### src/rtl/char_buf_if.sv
// Character-buffer scheduler bus bundle: scanout fetch, host write, clear, and buffer RAM port.
// slave = scheduler side, master = environment (scanout, host, RAM).
interface char_buf_if #(
  parameter int ADDR_W = 12
) ();
  logic              disp_req;
  logic [ADDR_W-1:0] disp_addr;
  logic              disp_valid;
  logic [6:0]        disp_char;
  logic              host_valid;
  logic              host_ready;
  logic [ADDR_W-1:0] host_addr;
  logic [6:0]        host_char;
  logic              clear_req;
  logic [6:0]        clear_char;
  logic              clear_busy;
  logic              addr_err;
  logic              ram_en;
  logic              ram_we;
  logic [ADDR_W-1:0] ram_addr;
  logic [6:0]        ram_wdata;
  logic [6:0]        ram_rdata;

  modport slave (
    input  disp_req, disp_addr, host_valid, host_addr, host_char,
           clear_req, clear_char, ram_rdata,
    output disp_valid, disp_char, host_ready, clear_busy, addr_err,
           ram_en, ram_we, ram_addr, ram_wdata
  );

  modport master (
    output disp_req, disp_addr, host_valid, host_addr, host_char,
           clear_req, clear_char, ram_rdata,
    input  disp_valid, disp_char, host_ready, clear_busy, addr_err,
           ram_en, ram_we, ram_addr, ram_wdata
  );
endinterface

### src/rtl/char_buf_scheduler.sv
// Arbitrates one single-port text buffer RAM between scanout reads, a whole-buffer fill and a 4-deep host write FIFO.
// Optional fill engine enabled by defining CHAR_BUF_CLEAR_EN.
module char_buf_scheduler #(
  parameter int COLS   = 80,
  parameter int ROWS   = 30,
  parameter int ADDR_W = 12
) (
  input  logic      pixel_clk,
  input  logic      pixel_rstn,
  char_buf_if.slave bus
);
  localparam int CELLS = COLS * ROWS;
  localparam logic [ADDR_W:0] CELLS_X = (ADDR_W+1)'(CELLS);
  localparam int STAGES = 1;

  typedef struct packed {
    logic [ADDR_W-1:0] addr;
    logic [6:0]        ch;
  } host_wr_t;

  function automatic logic in_range(input logic [ADDR_W-1:0] a);
    return {1'b0, a} < CELLS_X;
  endfunction

  // host write FIFO
  host_wr_t   fifo_q [4];
  logic [1:0] wr_ptr, rd_ptr;
  logic [2:0] count;
  logic       push, pop;
  host_wr_t   head;

  // scanout pipeline: request valid and "address was in range" per stage
  logic [STAGES:0] vld_pipe;
  logic [STAGES:0] ok_pipe;

  logic              clr_busy;
  logic              fill_wr;
  logic [ADDR_W-1:0] fill_addr;
  logic [6:0]        fill_char;

  logic disp_ok;
  assign disp_ok = in_range(bus.disp_addr);

`ifdef CHAR_BUF_CLEAR_EN
  typedef enum logic {IDLE, FILL} clr_state_t;
  localparam logic [ADDR_W-1:0] LAST = ADDR_W'(CELLS - 1);

  clr_state_t        state_q, state_d;
  logic [ADDR_W-1:0] cnt_q, cnt_d;
  logic [6:0]        code_q, code_d;

  always_ff @(posedge pixel_clk) begin
    if (!pixel_rstn) begin
      state_q <= IDLE;
      cnt_q   <= '0;
      code_q  <= '0;
    end else begin
      state_q <= state_d;
      cnt_q   <= cnt_d;
      code_q  <= code_d;
    end
  end

  always_comb begin
    state_d = state_q;
    cnt_d   = cnt_q;
    code_d  = code_q;
    fill_wr = 1'b0;
    case (state_q)
      IDLE: if (bus.clear_req) begin
        state_d = FILL;
        cnt_d   = '0;
        code_d  = bus.clear_char;
      end
      FILL: if (!bus.disp_req) begin
        // scanout steals the slot; the fill just stalls for that cycle
        fill_wr = 1'b1;
        cnt_d   = cnt_q + ADDR_W'(1);
        if (cnt_q == LAST) state_d = IDLE;
      end
      default: state_d = IDLE;
    endcase
  end

  assign clr_busy  = (state_q == FILL);
  assign fill_addr = cnt_q;
  assign fill_char = code_q;
`else
  logic unused_clr;
  assign unused_clr = ^{bus.clear_req, bus.clear_char};
  assign clr_busy   = 1'b0;
  assign fill_wr    = 1'b0;
  assign fill_addr  = '0;
  assign fill_char  = '0;
`endif

  assign bus.clear_busy = clr_busy;
  assign bus.host_ready = (count != 3'd4);
  assign push = bus.host_valid && bus.host_ready;
  assign pop  = (count != 3'd0) && !bus.disp_req && !clr_busy;
  assign head = fifo_q[rd_ptr];

  always_ff @(posedge pixel_clk) begin
    if (!pixel_rstn) begin
      vld_pipe       <= '0;
      ok_pipe        <= '0;
      bus.disp_valid <= 1'b0;
      bus.disp_char  <= '0;
      bus.ram_en     <= 1'b0;
      bus.ram_we     <= 1'b0;
      bus.ram_addr   <= '0;
      bus.ram_wdata  <= '0;
      bus.addr_err   <= 1'b0;
      wr_ptr         <= '0;
      rd_ptr         <= '0;
      count          <= '0;
    end else begin
      vld_pipe       <= {vld_pipe[STAGES-1:0], bus.disp_req};
      ok_pipe        <= {ok_pipe[STAGES-1:0], bus.disp_req && disp_ok};
      bus.disp_valid <= vld_pipe[STAGES];
      bus.disp_char  <= ok_pipe[STAGES] ? bus.ram_rdata : 7'd0;

      bus.ram_en <= 1'b0;
      bus.ram_we <= 1'b0;
      if (bus.disp_req) begin
        if (disp_ok) begin
          bus.ram_en   <= 1'b1;
          bus.ram_addr <= bus.disp_addr;
        end
      end else if (fill_wr) begin
        bus.ram_en    <= 1'b1;
        bus.ram_we    <= 1'b1;
        bus.ram_addr  <= fill_addr;
        bus.ram_wdata <= fill_char;
      end else if (pop && in_range(head.addr)) begin
        bus.ram_en    <= 1'b1;
        bus.ram_we    <= 1'b1;
        bus.ram_addr  <= head.addr;
        bus.ram_wdata <= head.ch;
      end

      if ((bus.disp_req && !disp_ok) || (pop && !in_range(head.addr)))
        bus.addr_err <= 1'b1;

      if (push) begin
        fifo_q[wr_ptr] <= '{addr: bus.host_addr, ch: bus.host_char};
        wr_ptr         <= wr_ptr + 2'd1;
      end
      if (pop) rd_ptr <= rd_ptr + 2'd1;
      count <= count + {2'b0, push} - {2'b0, pop};
    end
  end
endmodule

### src/flat_wrapper.sv
// flat-port wrapper written by rule: the top's interface ports become plain ports
module char_buf_scheduler_flat 
#(
  parameter int COLS   = 80,
  parameter int ROWS   = 30,
  parameter int ADDR_W = 12
)
  (pixel_clk, pixel_rstn, bus_disp_req, bus_disp_addr, bus_host_valid, bus_host_addr, bus_host_char, bus_clear_req, bus_clear_char, bus_ram_rdata, bus_disp_valid, bus_disp_char, bus_host_ready, bus_clear_busy, bus_addr_err, bus_ram_en, bus_ram_we, bus_ram_addr, bus_ram_wdata);
  char_buf_if #(.ADDR_W(ADDR_W)) bus_i ();
  input  logic pixel_clk;
  input  logic pixel_rstn;
  input wire logic [$bits(bus_i.disp_req)-1:0] bus_disp_req;
  input wire logic [$bits(bus_i.disp_addr)-1:0] bus_disp_addr;
  input wire logic [$bits(bus_i.host_valid)-1:0] bus_host_valid;
  input wire logic [$bits(bus_i.host_addr)-1:0] bus_host_addr;
  input wire logic [$bits(bus_i.host_char)-1:0] bus_host_char;
  input wire logic [$bits(bus_i.clear_req)-1:0] bus_clear_req;
  input wire logic [$bits(bus_i.clear_char)-1:0] bus_clear_char;
  input wire logic [$bits(bus_i.ram_rdata)-1:0] bus_ram_rdata;
  output wire logic [$bits(bus_i.disp_valid)-1:0] bus_disp_valid;
  output wire logic [$bits(bus_i.disp_char)-1:0] bus_disp_char;
  output wire logic [$bits(bus_i.host_ready)-1:0] bus_host_ready;
  output wire logic [$bits(bus_i.clear_busy)-1:0] bus_clear_busy;
  output wire logic [$bits(bus_i.addr_err)-1:0] bus_addr_err;
  output wire logic [$bits(bus_i.ram_en)-1:0] bus_ram_en;
  output wire logic [$bits(bus_i.ram_we)-1:0] bus_ram_we;
  output wire logic [$bits(bus_i.ram_addr)-1:0] bus_ram_addr;
  output wire logic [$bits(bus_i.ram_wdata)-1:0] bus_ram_wdata;
  assign bus_i.disp_req = bus_disp_req;
  assign bus_i.disp_addr = bus_disp_addr;
  assign bus_i.host_valid = bus_host_valid;
  assign bus_i.host_addr = bus_host_addr;
  assign bus_i.host_char = bus_host_char;
  assign bus_i.clear_req = bus_clear_req;
  assign bus_i.clear_char = bus_clear_char;
  assign bus_i.ram_rdata = bus_ram_rdata;
  assign bus_disp_valid = bus_i.disp_valid;
  assign bus_disp_char = bus_i.disp_char;
  assign bus_host_ready = bus_i.host_ready;
  assign bus_clear_busy = bus_i.clear_busy;
  assign bus_addr_err = bus_i.addr_err;
  assign bus_ram_en = bus_i.ram_en;
  assign bus_ram_we = bus_i.ram_we;
  assign bus_ram_addr = bus_i.ram_addr;
  assign bus_ram_wdata = bus_i.ram_wdata;
  char_buf_scheduler #(.COLS(COLS), .ROWS(ROWS), .ADDR_W(ADDR_W)) u_core (.pixel_clk(pixel_clk), .pixel_rstn(pixel_rstn), .bus(bus_i));
endmodule
### config.mk
export PLATFORM = sky130hd
export DESIGN_NAME = char_buf_scheduler_flat
export DESIGN_NICKNAME = d
export VERILOG_FILES = /design/src/rtl/char_buf_if.sv /design/src/rtl/char_buf_scheduler.sv /design/src/flat_wrapper.sv
export SDC_FILE = /design/constraint.sdc
export NUM_CORES = 1
export LEC_CHECK = 0
export BUFFER_PORTS_ARGS = -buffer_cell sky130_fd_sc_hd__buf_2
export CORE_ASPECT_RATIO = 0.7
export CORE_MARGIN = 3
export CORE_UTILIZATION = 55
export CTS_CLUSTER_SIZE = 20
export DETAILED_ROUTE_END_ITERATION = 6
export PLACE_DENSITY = 0.79
export SLEW_MARGIN = 20
export SYNTH_ARGS = -nofsm -noshare
export SYNTH_HDL_FRONTEND = slang
export SYNTH_SLANG_ARGS = --single-unit
### constraint.sdc
create_clock -name pixel_clk -period 6.1 [get_ports pixel_clk]
set_input_delay 1.22 -clock pixel_clk [delete_from_list [all_inputs] [get_ports pixel_clk]]
set_output_delay 1.22 -clock pixel_clk [all_outputs]
set_load 0.01 [all_outputs]
; ---- Yosys cells after proc, flatten, opt, wreduce, memory -nomap -nowiden
; Memories as Yosys holds them, arrays and structs flattened. A register that Yosys moved wholly into a read port is not among the register bits.
; Index checks and enable logic that the tools add are counted.
[word_totals]
reg_bits = 41
mem_bits_rw = 76
in_bits = 50
wordCells = 50
mem_count = 1
[classes]
addsub = 4
n_lt_le_gt_ge = 2
eq_ne = 2
n_mux = 11
bitwise_logic = 2
n_reduce_logical = 16
[memory_table]
columns = memory, depth, width, rd, rd_clocked_by_memory_dff, write_ports, line_no
row1 = u_core.fifo_q, 4, 19, 1, 1, 1, char_buf_scheduler.sv:26  ; host_wr_t fifo_q [4];
[op_table]
columns = op, n
row1 = $mux W12, 3
row2 = $lt A12 B12 Y1 const B, 2
row3 = $logic_and A1 B1 Y1, 6
row4 = $mux W1, 6
row5 = $reduce_and A2 Y1, 3
row6 = $add A2 B1 Y2 const B, 2
row7 = $mux W2, 2
row8 = $add A3 B1 Y3, 1
row9 = $logic_not A1 Y1, 3
row10 = $ne A3 B3 Y1 const B, 1
row11 = $reduce_bool A3 Y1, 1
row12 = $sub A3 B1 Y3, 1
row13 = $ne A2 B1 Y1 const B, 1
row14 = $not A1 Y1, 2
row15 = $reduce_bool A2 Y1, 1
row16 = $reduce_or A2 Y1, 1
row17 = $logic_or A1 B1 Y1, 1

; ---- Longest topological paths before layout
[logic_depth]
word_depth = 5
mapped_depth = 10

; ---- Worst setup path before layout
; No wires, ideal clock.
[synth_timing]
path_type = in2reg
start = input bus_disp_req
end = register u_core.count[2]
setup_ns = 0.117
arrival_time_ns = 2.890
required_time_ns = 5.983
path_slack_ns = 3.092
stages = 10
cell_sequence = clkbuf_1 -> nor2_1 -> ha_1 -> inv_1 -> ha_1 -> inv_1 -> fa_1 -> xor2_1 -> xnor2_1 -> nor2_1
[synth_between]
elab_chain_len = 3
[synth_rtl]
columns = element, line_no
row1 = from (decl), flat_wrapper.sv:12  ; input wire logic [$bits(bus_i.disp_req)-1:0] bus_disp_req;
row2 = $logic_not A1 Y1, char_buf_scheduler.sv:100  ; assign pop = (count != 3'd0) && !bus.disp_req && !clr_busy;
row3 = $logic_and A1 B1 Y1, char_buf_scheduler.sv:100
row4 = via u_core.pop, char_buf_scheduler.sv:29  ; logic push, pop;
row5 = $sub A3 B1 Y3, char_buf_scheduler.sv:150  ; count <= count + {2'b0, push} - {2'b0, pop};
row6 = to (signal assigned), char_buf_scheduler.sv:150
row7 = to (decl), char_buf_scheduler.sv:28  ; logic [2:0] count;
; The timed path passes the listed nets, and every way through them passes these cells.
; A chain may end at the register's enable or synchronous reset.

; ---- Worst setup path in the final report
; Same ends and word-level chain as after synthesis.

==> impl_metrics.tcl <==
set metrics [dict create \
    fin_crit_sh_pct 48.40 \
    postSynthCellCount 271 \
    ctsLongestPathBuffers 2 \
    critical_path_class "in2reg" \
    synth_nets 328 \
    finalWirelength_mm 8.349 \
    maxCapViolations 0 \
    dp_cells 430 \
    place_congestion 0.7790 \
    synthArstFlopShare_pct 0 \
    final_area_sq_um 5543 \
    drv_slew 0 \
    gr-total-overflow 0 \
    ys_types 38 \
    dr.pass1.iters 5 \
    cts-resized-gates 0 \
    drive_above_1_share_pct 36.57 \
    syn_area_per_cell_sq_um 16.84 \
    ys.flop_type "edfxtp_1" \
    cp.arrival_ns 3.24 \
    grt_max_degree 37 \
    drtAntennaViolNets 0 \
    power_density_nw_per_um2 435.4 \
    peakVddDrop_mv 0.3145 \
    drtIter0Drc 193 \
    dpl-instance-area_sq_um 4960 \
    cp_max_fo 16 \
    fp-row-count 27 \
    cp-end-kind "register" \
    antenna_cells 0 \
    vias 2490 \
    run_status "complete, no violations" \
    setup_tns_ns 0 \
    cts.sinks 119 \
    grt_pass1_wl_mm 13.10 \
    fp.dieH_microns 82.21 \
    antenna_found_initial 1 \
    coreArea_sq_um 7973 \
    layout.area.seq_sq_um 3143 \
    track_usage_pct 19.28 \
    numCtsBuffers 17 \
    multi_input_area_sq_um 1292 \
    initial_core_util_pct 57.23 \
    nNetsFinal 405 \
    min_from "u_core.vld_pipe[0]$_SDFF_PN0_" \
    slew_headroom_pct 32.16 \
    io_pins 82 \
    final.min_clock_period_ns 2.953 \
    cts_max_level 4 \
    ys_warn_count 0 \
    rsz0062_at_grt "no" \
    cp-start-kind "primary input" \
    clkTransAtPathRegs_ns 0.05 \
    post_cts_buffers 0 \
    post_drt_wl_per_cell_microns 18.07 \
    remaining_drc_errors 0 \
    hold_viol_final 0 \
    hpwl_mm 5.301 \
    fin_skew_ns 0.007684 \
    clock.fmax_ghz 0.3387 \
    fp.dieW_microns 114.9 \
    finalSetupViolCount 0 \
    grt_pass1_vias 2447 \
    stdcell_count 462 \
    seq_area_frac_synth_pct 68.88 \
    cts_tree "yes" \
    synth_edf_count 76 \
    die-area_sq_um 9443 \
    whs_ns 0.4331 \
    worstMarginPinSlew_ns 1.018 \
    nFillCells 527 \
    syn_area_sq_um 4563 \
    root_buffer "clkbuf_16" \
    mostFrequentLayoutCells "edfxtp_1 (76), buf_2 (72), dfxtp_1 (43)" \
    ys_seq_elements 119 \
    via_per_inst 5.390 \
    clk_latency_ns 0.40 \
    cp-startpoint "bus_disp_req" \
    leakage_nw 2.154 \
    hp-class "reg2reg" \
    critPathRequiredTime_ns 6.39 \
    mostFrequentLayoutCell "edfxtp_1" \
    portBuffers 72 \
    synthToLayoutAreaGrowth_pct 21.47 \
    holdBufCountCts 0 \
]
-- flip-flops by register name (all words and copies together), names as in the netlist, named ones only --
register,count
u_core.bus.addr_err,1
u_core.bus.disp_char,7
u_core.bus.disp_valid,1
u_core.bus.ram_addr,12
u_core.bus.ram_en,1
u_core.bus.ram_wdata,7
u_core.bus.ram_we,1
u_core.count,3
u_core.fifo_q,76
u_core.ok_pipe,2
u_core.rd_ptr,2
u_core.vld_pipe,2
u_core.wr_ptr,2
-- final cells by class --
cell class / count / share of cell area (%)
tap: 101 / 2.280
inverter: 6 / 0.4063
sequential: 119 / 56.70
multi-input combinational: 130 / 23.32
clock inverter: 9 / 2.257
timing repair buffer: 74 / 6.772
clock buffer: 23 / 8.262
-- routing by layer --
| layer | GRT usage, % | vias up | routed length (microns) |
|---|---|---|---|
| li1 | - | 1188 | - |
| met1 | 25.75 | 1184 | 3743 |
| met2 | 28.00 | 99 | 3659 |
| met3 | 9.468 | 17 | 809 |
| met4 | 5.979 | 2 | 123 |
| met5 | 0 | - | 13 |
-- cell usage after synthesis, types with 3 or more instances --
master / instances / area [sq um]
edfxtp_1: 76 / 2282
dfxtp_1: 43 / 860.8
mux2i_1: 19 / 190.2
mux4_2: 16 / 360.4
a21oi_2: 11 / 96.34
and3_1: 11 / 68.82
o31ai_1: 11 / 82.58
nor2_1: 10 / 37.54
clkbuf_1: 9 / 33.78
and2_1: 6 / 37.54
ha_1: 6 / 75.07
nand2_1: 6 / 22.52
nor2b_1: 6 / 37.54
inv_1: 5 / 18.77
a21boi_0: 3 / 22.52
buf_6: 3 / 33.78
mux4_1: 3 / 78.83
xnor2_1: 3 / 26.28
-- critical path, cell delays in order --
cell	delay, ns
buf_2	0.24
nor2_1	0.46
ha_1	0.32
inv_1	0.06
ha_1	0.14
inv_1	0.05
fa_1	0.38
xor2_1	0.18
xnor2_1	0.14
nor2_1	0.05
-- power breakdown --
part	total (mW)	internal, mW	switching [mW]
Clock	0.973	0.649	0.324
Combinational	0.448	0.208	0.240
Sequential	0.993	0.946	0.0467
Total	2.41	1.80	0.611
-- per-stage QoR --
stage | setup WS (ns) | utilization, % | total power [mW]
floorplan | 3.092 | - | 1.346
global placement | 2.841 | 62.21 | 1.440
global route | 3.001 | 69.52 | 2.525
detailed placement | 2.764 | 62.21 | 1.460
finish | 3.147 | 69.52 | 2.413
CTS | 3.177 | 69.52 | 2.435
-- cells by family (layout without fill, tap and decap cells) --
family | after synthesis | after routing | synth area share, %
compound gates | 34 | 34 | 5.950
xor+xnor | 5 | 5 | 0.9599
fa+ha+maj | 7 | 7 | 2.084
buf+inv | 22 | 112 | 2.797
flops | 119 | 119 | 68.88
mux | 39 | 39 | 14.04
other cells | 1 | 1 | 0.08218
simple gates | 44 | 44 | 5.210
-- worst paths after layout --
path	to	slack (ns)	cells after the start
worst max-delay path	u_core.count[2]$_SDFF_PN0_	3.15	10
worst min-delay path	u_core.vld_pipe[1]$_SDFF_PN0_	0.43	1
worst max register to register	u_core.bus.ram_addr[0]$_SDFFE_PN0P_	3.27	5
worst min register to register	u_core.vld_pipe[1]$_SDFF_PN0_	0.43	1
Power figures use the tool's default switching activity.
